## config.mk

```make
export PLATFORM = sky130hd
export DESIGN_NAME = fsk2_mod_flat
export DESIGN_NICKNAME = d
export VERILOG_FILES = /design/src/rtl/fsk2_mod_pkg.sv /design/src/rtl/fsk2_mod_if.sv /design/src/rtl/fsk2_sine_lut.sv /design/src/rtl/fsk2_mod.sv /design/src/flat_wrapper.sv
export SDC_FILE = /design/constraint.sdc
export NUM_CORES = 1
export LEC_CHECK = 0
export ABC_AREA = 1
export ABC_CLOCK_PERIOD_IN_PS = 5250
export BUFFER_PORTS_ARGS = -buffer_cell sky130_fd_sc_hd__buf_2
export CORE_MARGIN = 8
export CORE_UTILIZATION = 65
export DETAILED_ROUTE_END_ITERATION = 7
export PLACE_DENSITY_LB_ADDON = 0.05
export SETUP_SLACK_MARGIN = 0.2
export SLEW_MARGIN = 40
export SYNTH_ARGS = -nofsm -noshare
export SYNTH_HDL_FRONTEND = slang
export SYNTH_SLANG_ARGS = --single-unit
export TNS_END_PERCENT = 10
```

## constraint.sdc

```tcl
create_clock -name sys_clk -period 5.25 [get_ports sys_clk]
set_input_delay 1.05 -clock sys_clk [delete_from_list [all_inputs] [get_ports sys_clk]]
set_output_delay 1.05 -clock sys_clk [all_outputs]
set_load 0.01 [all_outputs]
```

## src/rtl/fsk2_mod_pkg.sv

```systemverilog
// Shared 2FSK definitions: FSM states, mid-scale code, default tones and timing.
// Also provides the quarter-wave sine generator used to build the ROM.
package fsk2_mod_pkg;

  typedef enum logic {
    ST_IDLE = 1'b0,
    ST_SEND = 1'b1
  } state_t;

  localparam logic [15:0] FSK2_MID            = 16'h8000;
  localparam int          DEF_SAMPLES_PER_BIT = 200;
  localparam int          DEF_PHASE_W         = 32;
  localparam int          DEF_LUT_AW          = 8;
  localparam longint      DEF_F0_INC          = 64'sd42_949_673;  // 50 kHz at 5 MHz
  localparam longint      DEF_F1_INC          = 64'sd85_899_346;  // 100 kHz at 5 MHz

  // pi in Q30 fixed point
  localparam longint PI_Q30 = 64'sd3_373_259_426;

  // round(32767*sin(k*pi/(2*2^aw))) in integer arithmetic, evaluated at elaboration.
  // Taylor series to x^13 keeps the error far below one output LSB over [0, pi/2).
  function automatic logic [14:0] quarter_sine(input int k, input int aw);
    longint x;
    longint term;
    longint acc;
    longint scaled;
    x    = (longint'(k) * PI_Q30) >>> (aw + 1);
    term = x;
    acc  = x;
    for (int n = 1; n <= 6; n++) begin
      term = (term * x) >>> 30;
      term = (term * x) >>> 30;
      term = -(term / longint'((2 * n) * (2 * n + 1)));
      acc  = acc + term;
    end
    scaled = (acc * 64'sd32767 + (64'sd1 <<< 29)) >>> 30;
    if (scaled > 64'sd32767) scaled = 64'sd32767;
    if (scaled < 64'sd0)     scaled = 64'sd0;
    return scaled[14:0];
  endfunction

endpackage

```

## src/rtl/fsk2_mod_if.sv

```systemverilog
// Bit-input handshake plus sample output bundle of the 2FSK modulator.
// master = upstream bit source / sample consumer, slave = the modulator.
interface fsk2_mod_if;
  logic        bit_in;
  logic        bit_valid;
  logic        bit_ready;
  logic        tx_flag;
  logic [15:0] tx;
  logic        busy;

  modport master (
    output bit_in, bit_valid,
    input  bit_ready, tx_flag, tx, busy
  );

  modport slave (
    input  bit_in, bit_valid,
    output bit_ready, tx_flag, tx, busy
  );
endinterface

```

## src/rtl/fsk2_sine_lut.sv

```systemverilog
// Quarter-wave sine ROM with quadrant folding; returns sign and 15-bit magnitude.
// Latency: combinational.
// Backpressure: none, pure lookup.
module fsk2_sine_lut
  import fsk2_mod_pkg::*;
#(
  parameter int LUT_AW = DEF_LUT_AW
) (
  input  logic [LUT_AW+1:0] addr,
  output logic [14:0]       mag,
  output logic              neg
);

  localparam int DEPTH = 1 << LUT_AW;

  logic [14:0]       rom [DEPTH];
  logic [1:0]        quad;
  logic [LUT_AW-1:0] idx;

  for (genvar k = 0; k < DEPTH; k++) begin : g_rom
    localparam logic [14:0] ENTRY = quarter_sine(k, LUT_AW);
    assign rom[k] = ENTRY;
  end

  // Odd quadrants read the quarter wave backwards; the upper half is negative.
  always_comb begin
    quad = addr[LUT_AW+1:LUT_AW];
    idx  = quad[0] ? ~addr[LUT_AW-1:0] : addr[LUT_AW-1:0];
    mag  = rom[idx];
    neg  = quad[1];
  end

endmodule

```

## src/rtl/fsk2_mod.sv

```systemverilog
// 2FSK modulator: serial bits in, continuous-phase offset-binary sine samples out.
// Latency: first sample (with tx_flag) one clock after a bit is accepted.
// Backpressure: bit_ready only in IDLE or on the last sample of a symbol; held bits wait.
module fsk2_mod
  import fsk2_mod_pkg::*;
#(
  parameter int                 SAMPLES_PER_BIT = DEF_SAMPLES_PER_BIT,
  parameter int                 PHASE_W         = DEF_PHASE_W,
  parameter logic [PHASE_W-1:0] F0_INC          = PHASE_W'(DEF_F0_INC),
  parameter logic [PHASE_W-1:0] F1_INC          = PHASE_W'(DEF_F1_INC),
  parameter int                 LUT_AW          = DEF_LUT_AW
) (
  input logic         sys_clk,
  input logic         sys_rst,
  fsk2_mod_if.slave   bus
);

  localparam int               CNT_W    = $clog2(SAMPLES_PER_BIT);
  localparam logic [CNT_W-1:0] LAST_CNT = CNT_W'(SAMPLES_PER_BIT - 1);

  state_t             state, state_nxt;
  logic               sym_bit, sym_bit_nxt;
  logic [CNT_W-1:0]   samp_cnt, cnt_nxt;
  logic [PHASE_W-1:0] phase, phase_nxt;
  logic               flag_nxt;
  logic               accept;
  logic [14:0]        lut_mag;
  logic               lut_neg;
  logic [15:0]        sample;
  logic [15:0]        tx_r;
  logic               tx_flag_r;
  logic               busy_r;

  assign bus.bit_ready = ~sys_rst & ((state == ST_IDLE) | (samp_cnt == LAST_CNT));
  assign accept        = bus.bit_valid & bus.bit_ready;

  // Next-state, symbol counter and phase accumulator update.
  always_comb begin
    state_nxt   = state;
    sym_bit_nxt = sym_bit;
    cnt_nxt     = samp_cnt;
    phase_nxt   = phase;
    flag_nxt    = 1'b0;
    case (state)
      ST_IDLE: begin
        phase_nxt = '0;
        cnt_nxt   = '0;
        if (accept) begin
          state_nxt   = ST_SEND;
          sym_bit_nxt = bus.bit_in;
          flag_nxt    = 1'b1;
        end
      end
      ST_SEND: begin
        // Phase always advances by the current symbol's step, so a following
        // bit starts exactly where this one would have continued.
        phase_nxt = phase + (sym_bit ? F1_INC : F0_INC);
        if (samp_cnt == LAST_CNT) begin
          cnt_nxt = '0;
          if (accept) begin
            sym_bit_nxt = bus.bit_in;
          end else begin
            state_nxt = ST_IDLE;
            phase_nxt = '0;
          end
        end else begin
          cnt_nxt = samp_cnt + CNT_W'(1);
        end
      end
      default: begin
        state_nxt = ST_IDLE;
        phase_nxt = '0;
        cnt_nxt   = '0;
      end
    endcase
  end

  // The ROM is addressed with the next phase so tx lines up with the phase register.
  fsk2_sine_lut #(
    .LUT_AW (LUT_AW)
  ) u_lut (
    .addr (phase_nxt[PHASE_W-1 -: LUT_AW+2]),
    .mag  (lut_mag),
    .neg  (lut_neg)
  );

  // Offset-binary sample; magnitude tops out at 32767 so neither side overflows.
  always_comb begin
    sample = lut_neg ? (FSK2_MID - {1'b0, lut_mag}) : (FSK2_MID + {1'b0, lut_mag});
  end

  // State, counter, phase and registered outputs.
  always_ff @(posedge sys_clk) begin
    if (sys_rst) begin
      state     <= ST_IDLE;
      sym_bit   <= 1'b0;
      samp_cnt  <= '0;
      phase     <= '0;
      tx_r      <= FSK2_MID;
      tx_flag_r <= 1'b0;
      busy_r    <= 1'b0;
    end else begin
      state     <= state_nxt;
      sym_bit   <= sym_bit_nxt;
      samp_cnt  <= cnt_nxt;
      phase     <= phase_nxt;
      tx_r      <= (state_nxt == ST_SEND) ? sample : FSK2_MID;
      tx_flag_r <= flag_nxt;
      busy_r    <= (state_nxt == ST_SEND);
    end
  end

  assign bus.tx      = tx_r;
  assign bus.tx_flag = tx_flag_r;
  assign bus.busy    = busy_r;

endmodule

```

## src/flat_wrapper.sv

```systemverilog
// flat-port wrapper written by rule: the top's interface ports become plain ports
module fsk2_mod_flat import fsk2_mod_pkg::*;
#(
  parameter int                 SAMPLES_PER_BIT = DEF_SAMPLES_PER_BIT,
  parameter int                 PHASE_W         = DEF_PHASE_W,
  parameter logic [PHASE_W-1:0] F0_INC          = PHASE_W'(DEF_F0_INC),
  parameter logic [PHASE_W-1:0] F1_INC          = PHASE_W'(DEF_F1_INC),
  parameter int                 LUT_AW          = DEF_LUT_AW
)
  (sys_clk, sys_rst, bus_bit_in, bus_bit_valid, bus_bit_ready, bus_tx_flag, bus_tx, bus_busy);
  fsk2_mod_if bus_i ();
  input logic sys_clk;
  input logic sys_rst;
  input wire logic [$bits(bus_i.bit_in)-1:0] bus_bit_in;
  input wire logic [$bits(bus_i.bit_valid)-1:0] bus_bit_valid;
  output wire logic [$bits(bus_i.bit_ready)-1:0] bus_bit_ready;
  output wire logic [$bits(bus_i.tx_flag)-1:0] bus_tx_flag;
  output wire logic [$bits(bus_i.tx)-1:0] bus_tx;
  output wire logic [$bits(bus_i.busy)-1:0] bus_busy;
  assign bus_i.bit_in = bus_bit_in;
  assign bus_i.bit_valid = bus_bit_valid;
  assign bus_bit_ready = bus_i.bit_ready;
  assign bus_tx_flag = bus_i.tx_flag;
  assign bus_tx = bus_i.tx;
  assign bus_busy = bus_i.busy;
  fsk2_mod #(.SAMPLES_PER_BIT(SAMPLES_PER_BIT), .PHASE_W(PHASE_W), .F0_INC(F0_INC), .F1_INC(F1_INC), .LUT_AW(LUT_AW)) u_core (.sys_clk(sys_clk), .sys_rst(sys_rst), .bus(bus_i));
endmodule
```

Word-level counts from Yosys, hierarchy flattened

Memory sizes are Yosys's and may differ from the RTL's.
Cells that the tools add are included.

Reduce and logical (&&, ||, !) cells: 2
Multiplexer cells: 16
Equality and inequality tests: 2
Order comparisons: 1
Bitwise gates (word level): 8
Add/sub/neg operators: 4

Operator list:

| operator               | count |
|---|---|
| $mux 32                | 2 |
| $pmux 32 s2            | 1 |
| $add 32x32->32         | 1 |
| $mux 15                | 2 |
| $mux 27                | 1 |
| $add 16x15->16 const A | 1 |
| $mux 16                | 1 |
| $mux 8                 | 2 |
| $pmux 8 s2             | 1 |
| $sub 16x15->16 const A | 1 |
| $ge 9x9->1 const B     | 1 |
| $not 8->9              | 1 |
| $add 8x1->8 const B    | 1 |
| $eq 8x8->1 const B     | 1 |
| $not 8->8              | 1 |
| $mux 1                 | 4 |
| $pmux 1 s2             | 2 |
| $reduce_or 2->1        | 2 |
| $not 1->1              | 3 |
| $and 1x1->1            | 2 |
| $ne 2x2->1 const B     | 1 |
| $or 1x1->1             | 1 |

Input port bits: 4
Flip-flop bits (word level): 59
Output and inout bits: 19
Memories kept: 1
Memory bits (read-only): 3,840

Memory list:

| memory          | depth | bits a word | read ports | clocked after Yosys merged registers in | wr ports | RTL line            | source |
|---|---|---|---|---|---|---|---|
| (no name shown) | 256   | 15          | 1          | 0                                       | 0        | fsk2_sine_lut.sv:29 | `mag = rom[idx];` |

Logic depth before layout (Yosys ltp)

Gate-level depths: netlist (run 1).

Depth in word-level cells: 15
Depth in mapped cells: 39
Gate-level depth less buffers: 37

Cells and area by module

A second synthesis (run 1) with hierarchy kept.

Cell total of the unflattened synthesis: 1,474
Area total of the unflattened synthesis: 7,726.2 µm²

Modules (own cells, without submodules):

| module        | seq. area each (µm²) | instances | cells each | area each (µm²) |
|---|---|---|---|---|
| fsk2_sine_lut | 0.0                  | 1         | 855        | 3,895.0 |
| fsk2_mod      | 1,181.1              | 1         | 619        | 3,831.2 |

Worst setup path before layout (run 1)

No wires, ideal clock.

Kind: register -> register
Start: register u_core.sym_bit
End: register u_core.tx_r[12], in the netlist u_core.bus.tx[12]
Library setup time: 64 ps
Data required time: 5,186 ps
Clock period less this slack: 4,476 ps
Stages on the path, launching flop included: 37
Buffers on the path: 2
Path slack: 774 ps
Arrival: 4,412 ps
Cell sequence: dfxtp_1 > inv_1 > ha_1 > inv_1 > fa_1 > nor2_1 > nand2_1 > nand2_1 > nand2_1 > nand2_2 > nand2_2 > nand4_2 > nand3_2 > buf_4 > nand2_1 > nand2_4 > ha_1 > nand3_1 > buf_2 > nand2_1 > nand2_1 > a21oi_1 > nand2_1 > nand2_1 > nand2_1 > nand2_1 > nand2_1 > nand2_2 > ha_1 > nand3_1 > nor2_2 > nand2_2 > nand2_2 > nand3_1 > nand2_1 > inv_1 > nor2_1

Cells in the longest elaborated chain, start to end: 13
Elaborated cells between the ends (all ways): 14
Those cells by class: 3 x add/sub; 8 x mux; 2 x bitwise; 1 x memory

Ends and longest elaborated chain:

| item                                             | RTL line            | source |
|---|---|---|
| start, declared                                  | fsk2_mod.sv:22      | `logic sym_bit, sym_bit_nxt;` |
| start signal, assigned                           | fsk2_mod.sv:104     | `sym_bit <= sym_bit_nxt;` |
| $mux 27 (*)                                      | fsk2_mod.sv:57      | `phase_nxt = phase + (sym_bit ? F1_INC : F0_INC);` |
| $add 32x32->32 (*)                               | fsk2_mod.sv:57      |  |
| $mux 32                                          | fsk2_mod.sv:60      | `if (accept) begin` |
| $mux 32 (*)                                      | fsk2_mod.sv:58      | `if (samp_cnt == LAST_CNT) begin` |
| $pmux 32 s2 (*)                                  | fsk2_mod.sv:44      | `case (state)` |
| $not 8->8                                        | fsk2_sine_lut.sv:28 | `idx = quad[0] ? ~addr[LUT_AW-1:0] : addr[LUT_AW-1:0];` |
| $mux 8                                           | fsk2_sine_lut.sv:28 |  |
| $not 8->9 (not written as such)                  | fsk2_sine_lut.sv:29 |  |
| $mem_v2 256x15                                   | n/a                 |  |
| $mux 15 (not written as such) (2 in a row)       | fsk2_sine_lut.sv:29 |  |
| $add 16x15->16 or $sub 16x15->16 (tied branches) | fsk2_mod.sv:89      | `sample = lut_neg ? (FSK2_MID - {1'b0, lut_mag}) : (FSK2_MID + {1'b0, lut_mag});` |
| $mux 16 (*)                                      | fsk2_mod.sv:89      |  |
| end signal, assigned                             | fsk2_mod.sv:107     | `tx_r <= (state_nxt == ST_SEND) ? sample : FSK2_MID;` |
| end, declared                                    | fsk2_mod.sv:30      | `logic [15:0] tx_r;` |

Mark *: on every way between the ends. The rest lies on a longest branch, timed or not. The select of a mux whose other input is x is not followed.
A chain may end at the register's enable or synchronous reset.

Final worst setup path (run 1)

Same ends and word-level chain as after synthesis.

==> impl_summary.txt, run 1 <==
----------------------------------------------------
[STA]
  Highest achievable clock rate ... 206 MHz
  Max-slew violation count ... 0
  Setup Viol. Count Final ... 0
  Share of the clock period used by the worst path after layout ... 0.927
  Final hold vios ... 0
  Worst slew pin tran ... approximately 0.7 ns
  Relative slew slack ... 0.540
  Worst hold slack ... roughly 0.47 ns
  Setup repair after global routing missed its margin ... true
  Final worst clock skew ... roughly 0.0047 ns
  Accumulated negative setup slack ... 0 ns
  Minimum clock period after layout ... around 5 ns

[Floorplan]
  Full die area ... 0.0159 mm2
  Number of rows in the core area ... 40
  Die span in x ... between 100 and 150 um
  Count of pins on the block boundary ... 23
  Core box area ... roughly 0.012 mm2
  Initial Util ... 0.661
  DIE HEIGHT ... between 100 and 150 um

[Run status]
  Status ... finished with violations
  Failing checks ... design-rule violations

[Worst hold path]
  Hold WC Path Type ... register to register

[Logic synthesis]
  Cell types with the largest area share after synthesis ... sky130_fd_sc_hd__nand2_1 (24%), sky130_fd_sc_hd__nand3_1 (20%), sky130_fd_sc_hd__dfxtp_1 (15%), sky130_fd_sc_hd__nor2_1 (5.6%), sky130_fd_sc_hd__inv_1 (5.5%)
  Syn Nets ... 1485
  Ranking of synthesized cells by instance count ... sky130_fd_sc_hd__nand2_1 (494), sky130_fd_sc_hd__nand3_1 (312), sky130_fd_sc_hd__nor2_1 (117), sky130_fd_sc_hd__inv_1 (115), sky130_fd_sc_hd__a21oi_1 (72)
  Library cell with the highest instance count after synthesis ... sky130_fd_sc_hd__nand2_1
  Number of flops mapped to enable cells by yosys ... 0
  Area fraction of the dominant cell type after synthesis ... 0.236
  Yosys reg bits ... between 50 and 60
  Cell area after synthesis ... about 0.0079 mm2
  Most common flop cell mapped by yosys ... sky130_fd_sc_hd__dfxtp_1
  Yosys Warn Count ... 0
  Number of instances in the synthesized netlist ... roughly 1400
  Cell taking the most area after synthesis ... sky130_fd_sc_hd__nand2_1
  Share of synthesized registers carrying an async set or reset ... 0
  Distinct cell type count after synthesis ... 42
  Share of synthesized area occupied by flip-flops and latches ... 0.150
  Synthesized area divided by synthesized cell count ... about 5.4 um2

[Clock tree]
  Inserted Clock Buffers ... 9
  Maximum clock insertion buffer count ... 2
  Sink count of the clock tree ... 59
  CTS tree ... yes
  Clk slew on worst S/H paths ... approximately 0.050 ns
  Clock root buffer master ... sky130_fd_sc_hd__clkbuf_16
  Clock latency of the later-clocked register in the worst-skew pair ... roughly 0.34 ns
  H-tree depth ... 3

[Final layout]
  Final design area excluding fillers ... about 0.0088 mm2
  Multi-input gate area in the final layout ... between 0.006 and 0.007 mm2
  # diodes ... 0
  Seq. cell area ... about 0.0012 mm2
  Fraction of final layout cells with drive strength greater than 1 ... 0.142
  Area Overhead vs Synth ... 11.3%
  Filler cells ... between 1000 and 1500
  Net count, final ... ~1500

[Pwr]
  Power per cell area ... about 300 mW/mm2
  Peak supply drop ... about 0.16 mV
  Leakage power total ... 4.54 nW
  Final total power ... around 0.0026 W

[Drt]
  Number of optimization iterations in the first detailed-route pass ... 8
  Vias per cell ... 6.68
  DR WL/cell ... roughly 22 um
  Wire length reported by the detailed router ... ~35000 um
  Drt first-iter violations ... about 2400
  Total number of vias ... about 11000
  Antenna-violating nets left ... 0
  Number of remaining DRC errors ... 24

[Setup path]
  Slowest stage delay, CP ... 0.37 ns
  Critical path capture point type ... register
  Worst EP required ... ~5.5 ns
  Worst path most repeated cell ... sky130_fd_sc_hd__nand2_1
  Data arrival time at the worst-slack endpoint ... around 5.1 ns
  Highest net fanout along the worst path ... 22
  Type of the worst setup path ... register to register
  Cell with the biggest individual delay on the critical path ... sky130_fd_sc_hd__fa_2
  Crit start category ... register

[Global routing]
  Number of antenna violations at the first check in global routing ... 0
  Global Route Usage Sum ... 0.404
  Via count of the first global-routing pass ... between 9000 and 10000
  Total grt overflow ... 0
  First-pass GRT wire length ... a little over 50000 um
  Largest net degree at the start of global routing ... 42

[Place]
  Cell area after placement ... between 0.008 and 0.009 mm2
  Buffers on Ports ... 22
  Global placement routability congestion ... about 1.2
  DP Wirelength ... between 20000 and 25000 um

[Run]
  Max-cap violations ... 0

----------------------------------------------------
## layer usage
metal	part of all wire	global-route usage
met5	0	0
met4	0.082	0.282
met3	0.15	0.105
met2	0.43	0.633
met1	0.34	0.475
## final timing paths
kind | to | depth (start not counted) | slack, ns | start
setup / recovery | u_core.bus.tx[12] | 33 | 0.38 | u_core.sym_bit
hold / removal | u_core.samp_cnt[0] | 1 | 0.47 | u_core.samp_cnt[0]
setup reg to reg | u_core.bus.tx[12] | 33 | 0.38 | u_core.sym_bit
hold reg to reg | u_core.samp_cnt[0] | 1 | 0.47 | u_core.samp_cnt[0]
## layout by cell type, fill, tap and decap left out, types with 3 or more instances in the layout
cell type	n
sky130_fd_sc_hd__xnor2_1	7
sky130_fd_sc_hd__a21oi_2	3
sky130_fd_sc_hd__dfxtp_1	59
sky130_fd_sc_hd__nand2_4	14
sky130_fd_sc_hd__nand3_4	4
sky130_fd_sc_hd__xor2_1	4
sky130_fd_sc_hd__nand3_2	15
sky130_fd_sc_hd__buf_2	22
sky130_fd_sc_hd__clkbuf_16	9
sky130_fd_sc_hd__buf_12	3
sky130_fd_sc_hd__o211ai_1	4
sky130_fd_sc_hd__buf_6	3
sky130_fd_sc_hd__nor2_4	4
sky130_fd_sc_hd__o21bai_1	4
sky130_fd_sc_hd__nor2_1	115
sky130_fd_sc_hd__nand3_1	297
sky130_fd_sc_hd__nand4_1	10
sky130_fd_sc_hd__inv_1	112
sky130_fd_sc_hd__ha_1	27
sky130_fd_sc_hd__nor3_1	6
sky130_fd_sc_hd__a21oi_1	71
sky130_fd_sc_hd__clkinvlp_4	3
sky130_fd_sc_hd__nand2_1	486
sky130_fd_sc_hd__o21ai_0	30
sky130_fd_sc_hd__buf_4	42
sky130_fd_sc_hd__o21ai_1	20
sky130_fd_sc_hd__a31oi_1	3
sky130_fd_sc_hd__nand2_2	28
sky130_fd_sc_hd__inv_2	25
sky130_fd_sc_hd__nand2_8	6
sky130_fd_sc_hd__ha_2	4
sky130_fd_sc_hd__nand3b_1	4
sky130_fd_sc_hd__nor2_2	13
## cells by family after synthesis
family / share of synthesized area
flops: 0.150
compound gates: 0.0950
xor+xnor: 0.0164
simple gates: 0.567
buf+inv: 0.116
fa+ha+maj: 0.0550
## where the power goes
| part | leakage (nW) | internal, W | switching (W) |
|---|---|---|---|
| Clock | 0.135 | 0.000367 | 0.000221 |
| Combinational | 3.92 | 0.000449 | 0.00103 |
| Sequential | 0.481 | 0.000482 | 0.0000168 |
## area by class of cell
class	instances	share of cell area
Clock buffer	10	0.0261
Timing Repair Buffer	70	0.0593
Inverter	137	0.0587
Multi-Input combinational cell	1196	0.692
Clock inverter	6	0.00757
Sequential cell	59	0.135
Tap cell	147	0.0210
## what timing repair did
| item | in CTS | in global routing |
|---|---|---|
| hold buffers | 0 | 0 |
| setup buffers | 0 | 17 |
| endpoints found under the hold margin | 0 | 0 |
| setup endpoints to repair | 0 | 15 |
| gates resized for setup | 0 | 50 |
## registers in the layout, summed over array words and instances, names as in the netlist
signal              cells
u_core.bus.tx_flag      1
u_core.bus.busy         1
u_core.sym_bit          1
u_core.phase           32
u_core.samp_cnt         8
u_core.bus.tx          16
## critical path: cells and delay by family (launching register included)
kind,cells,cell delay (ns)
and+or+nand+nor,24,2.91
adders and majority gates,2,0.58
DFF,1,0.31
buffers and inverters,7,0.92
## per-stage QoR
stage,utilization,setup slack [ns],std cells
2_1_floorplan,-,0.774,1447
3_3_place_gp,0.674,0.278,1587
3_5_place_dp,0.675,0.118,1587
4_1_cts,0.700,0.236,1603
5_1_grt,0.735,0.149,1625
6_report,0.735,0.385,1625
(Power assumes the default switching activity.)
==> run 2: changes to the inputs <==
- ABC_CLOCK_PERIOD_IN_PS: 5250 -> 5220
- clock period: 5.25 -> 5.22 ns (I/O delays scaled with it)
==> run 2 against run 1 <==
Net effect:
- the run now ends clean
- clock-buffer cell count down 1
- final area grew 1.3%
- final cell count down 0.55%
- sequential power about the same
- core utilization grew 0.97 points
- critical path type unchanged
==> impl_summary.txt, run 2 (synthesis gave the netlist of run 1 again) <==
----------------------------------------------------
[Run status]
  Status ... completed

[Worst hold path]
  Hold WC Path Type ... register to register
  Hold Path Cell Cnt ... 1
  Startpoint of the lowest-slack hold path ... u_core.samp_cnt[0]
  Hold-critical path endpoint ... u_core.samp_cnt[0]

[Global routing]
  Via count of the first global-routing pass ... ~9400
  Largest net degree at the start of global routing ... 42
  First-pass GRT wire length ... around 50000 um
  Number of antenna violations at the first check in global routing ... 1
  Total grt overflow ... 0
  Global Route Usage Sum ... 0.391

[Pwr]
  Peak supply drop ... 0.157 mV
  Power per cell area ... roughly 290 mW/mm2
  Final total power ... roughly 0.0026 W
  Leakage power total ... roughly 4.5 nW

[Setup path]
  Crit Reg-Reg Endpoint ... u_core.bus.tx[12]
  Critical Path Source ... u_core.sym_bit
  Worst reg2reg setup slack ... around 0.28 ns
  Slowest stage delay, CP ... around 0.44 ns
  Worst path most repeated cell ... sky130_fd_sc_hd__nand2_1
  Crit start category ... register
  Critical path buffers and inverters ... 5
  Data arrival time at the worst-slack endpoint ... a little over 5 ns
  Type of the worst setup path ... register to register
  Depth of the worst register-to-register path ... 32
  Worst EP required ... 5.45 ns
  Critical path capture point type ... register
  Critical register-to-register path startpoint ... u_core.sym_bit
  Cell with the biggest individual delay on the critical path ... sky130_fd_sc_hd__nor2_1
  Critical path's top delay family ... simple AND/OR/NAND/NOR gates
  Highest net fanout along the worst path ... 26

[STA]
  Accumulated negative setup slack ... 0 ns
  Highest achievable clock rate ... between 200 and 250 MHz
  Relative slew slack ... 0.536
  Minimum clock period after layout ... 4.94 ns
  Final hold vios ... 0
  Setup repair after global routing missed its margin ... false
  Setup Viol. Count Final ... 0
  Worst hold slack ... about 0.45 ns
  Max-slew violation count ... 0
  Worst slew pin tran ... 0.695 ns
  Share of the clock period used by the worst path after layout ... 0.947
  Final worst clock skew ... around 0.005 ns

[Final layout]
  Filler cells ... just under 1000
  Net count, final ... about 1500
  Area Overhead vs Synth ... 12.7%
  Commonest non-fill, non-tap cell in the layout ... sky130_fd_sc_hd__nand2_1
  Final design area excluding fillers ... about 0.0089 mm2
  Biggest register ... u_core.phase
  Multi-input gate area in the final layout ... just over 0.006 mm2
  Fraction of final layout cells with drive strength greater than 1 ... 0.152
  Most frequent cells in the layout ... sky130_fd_sc_hd__nand2_1 (481), sky130_fd_sc_hd__nand3_1 (292), sky130_fd_sc_hd__nor2_1 (113)
  # diodes ... 0
  Seq. cell area ... between 0.001 and 0.0015 mm2
  Largest register FFs ... 32

[Drt]
  Antenna-violating nets left ... 0
  Drt first-iter violations ... about 2200
  Number of optimization iterations in the first detailed-route pass ... 8
  DR WL/cell ... 21.1 um
  Vias per cell ... between 6 and 7
  Number of remaining DRC errors ... 0
  Total number of vias ... about 11000
  Wire length reported by the detailed router ... approximately 34000 um

[Clock tree]
  CTS tree ... yes
  Inserted Clock Buffers ... 9
  Count of hold-fix buffers inserted at cts ... 0
  Clock latency of the later-clocked register in the worst-skew pair ... between 0.3 and 0.4 ns
  H-tree depth ... 3
  Clock root buffer master ... sky130_fd_sc_hd__clkbuf_16
  Sink count of the clock tree ... slightly below 60
  Clk slew on worst S/H paths ... approximately 0.060 ns
  Maximum clock insertion buffer count ... 2

[Floorplan]
  Count of pins on the block boundary ... 23
  Number of rows in the core area ... 40
  Initial Util ... 0.661
  Full die area ... approximately 0.016 mm2
  Core box area ... ~0.012 mm2
  DIE HEIGHT ... roughly 130 um
  Die span in x ... 126 um

[Run]
  Max-cap violations ... 0

[Place]
  Global placement routability congestion ... between 1 and 1.5
  Cell area after placement ... approximately 0.0080 mm2
  DP Wirelength ... 22100 um
  Buffers on Ports ... 22

----------------------------------------------------
[run 2: cell count changes in the layout (fill, tap and decap cells not counted), sizes merged]
cell	change
buf	-6
nand3	+1
clkbuf	-1
clkinv	+1
clkinvlp	-1
nand2	-4
inv	+1
[run 2: area by class of cell]
class                   instances  area share
flip-flops and latches         59       0.133
clock buffers                   9      0.0254
multi-input cells            1193       0.698
well taps                     147      0.0207
inverters                     137      0.0579
repair buffers                 64      0.0567
clock inverters                 7     0.00860
[run 2: worst max path at each step]
stage,endpoint,cells past startpoint,slack (ns)
finish,u_core.bus.tx[12],32,0.28
global route,u_core.bus.tx[12],31,0.004
CTS,u_core.bus.tx[12],34,0.34
detailed placement,u_core.bus.tx[8],29,0.32
global placement,u_core.bus.tx[9],27,0.36
floorplan,u_core.bus.tx[12],36,0.74
[run 2: what timing repair did]
action | in CTS | in global routing
setup buffers | 0 | 14
setup endpoints to repair | 0 | 15
gates resized for setup | 0 | 84
[run 2: stage by stage]
stage               setup WS (ns)  utilization  std cells
finish                      0.276        0.745       1616
global route              0.00378        0.745       1616
CTS                         0.343        0.699       1600
detailed placement          0.319        0.674       1584
global placement            0.362        0.674       1584
floorplan                   0.744            -       1447
[run 2: where the power goes]
part / total, W / switching [W] / internal [W]
combinational: 0.00147 / 0.00102 / 0.000453
sequential: 0.000502 / 0.0000176 / 0.000485
clock: 0.000599 / 0.000228 / 0.000371
total: 0.00257 / 0.00126 / 0.00131
[run 2: layer usage]
layer / vias to the layer above / global-route usage / wire length, um
met5: - / 0 / 0
li1: 4753 / - / -
met4: 0 / 0.307 / 3280
met2: 1023 / 0.585 / 14300
met3: 319 / 0.115 / 4870
met1: 4664 / 0.460 / 11700
[run 2: worst reg2reg max path, delay by kind of cell, from the launching register on]
kind / cells / cell delay, ns
adders and majority gates: 2 / 0.58
buffers and inverters: 5 / 0.69
and+or+nand+nor: 23 / 2.84
DFF: 1 / 0.36
AOI/OAI and AO/OA: 2 / 0.38
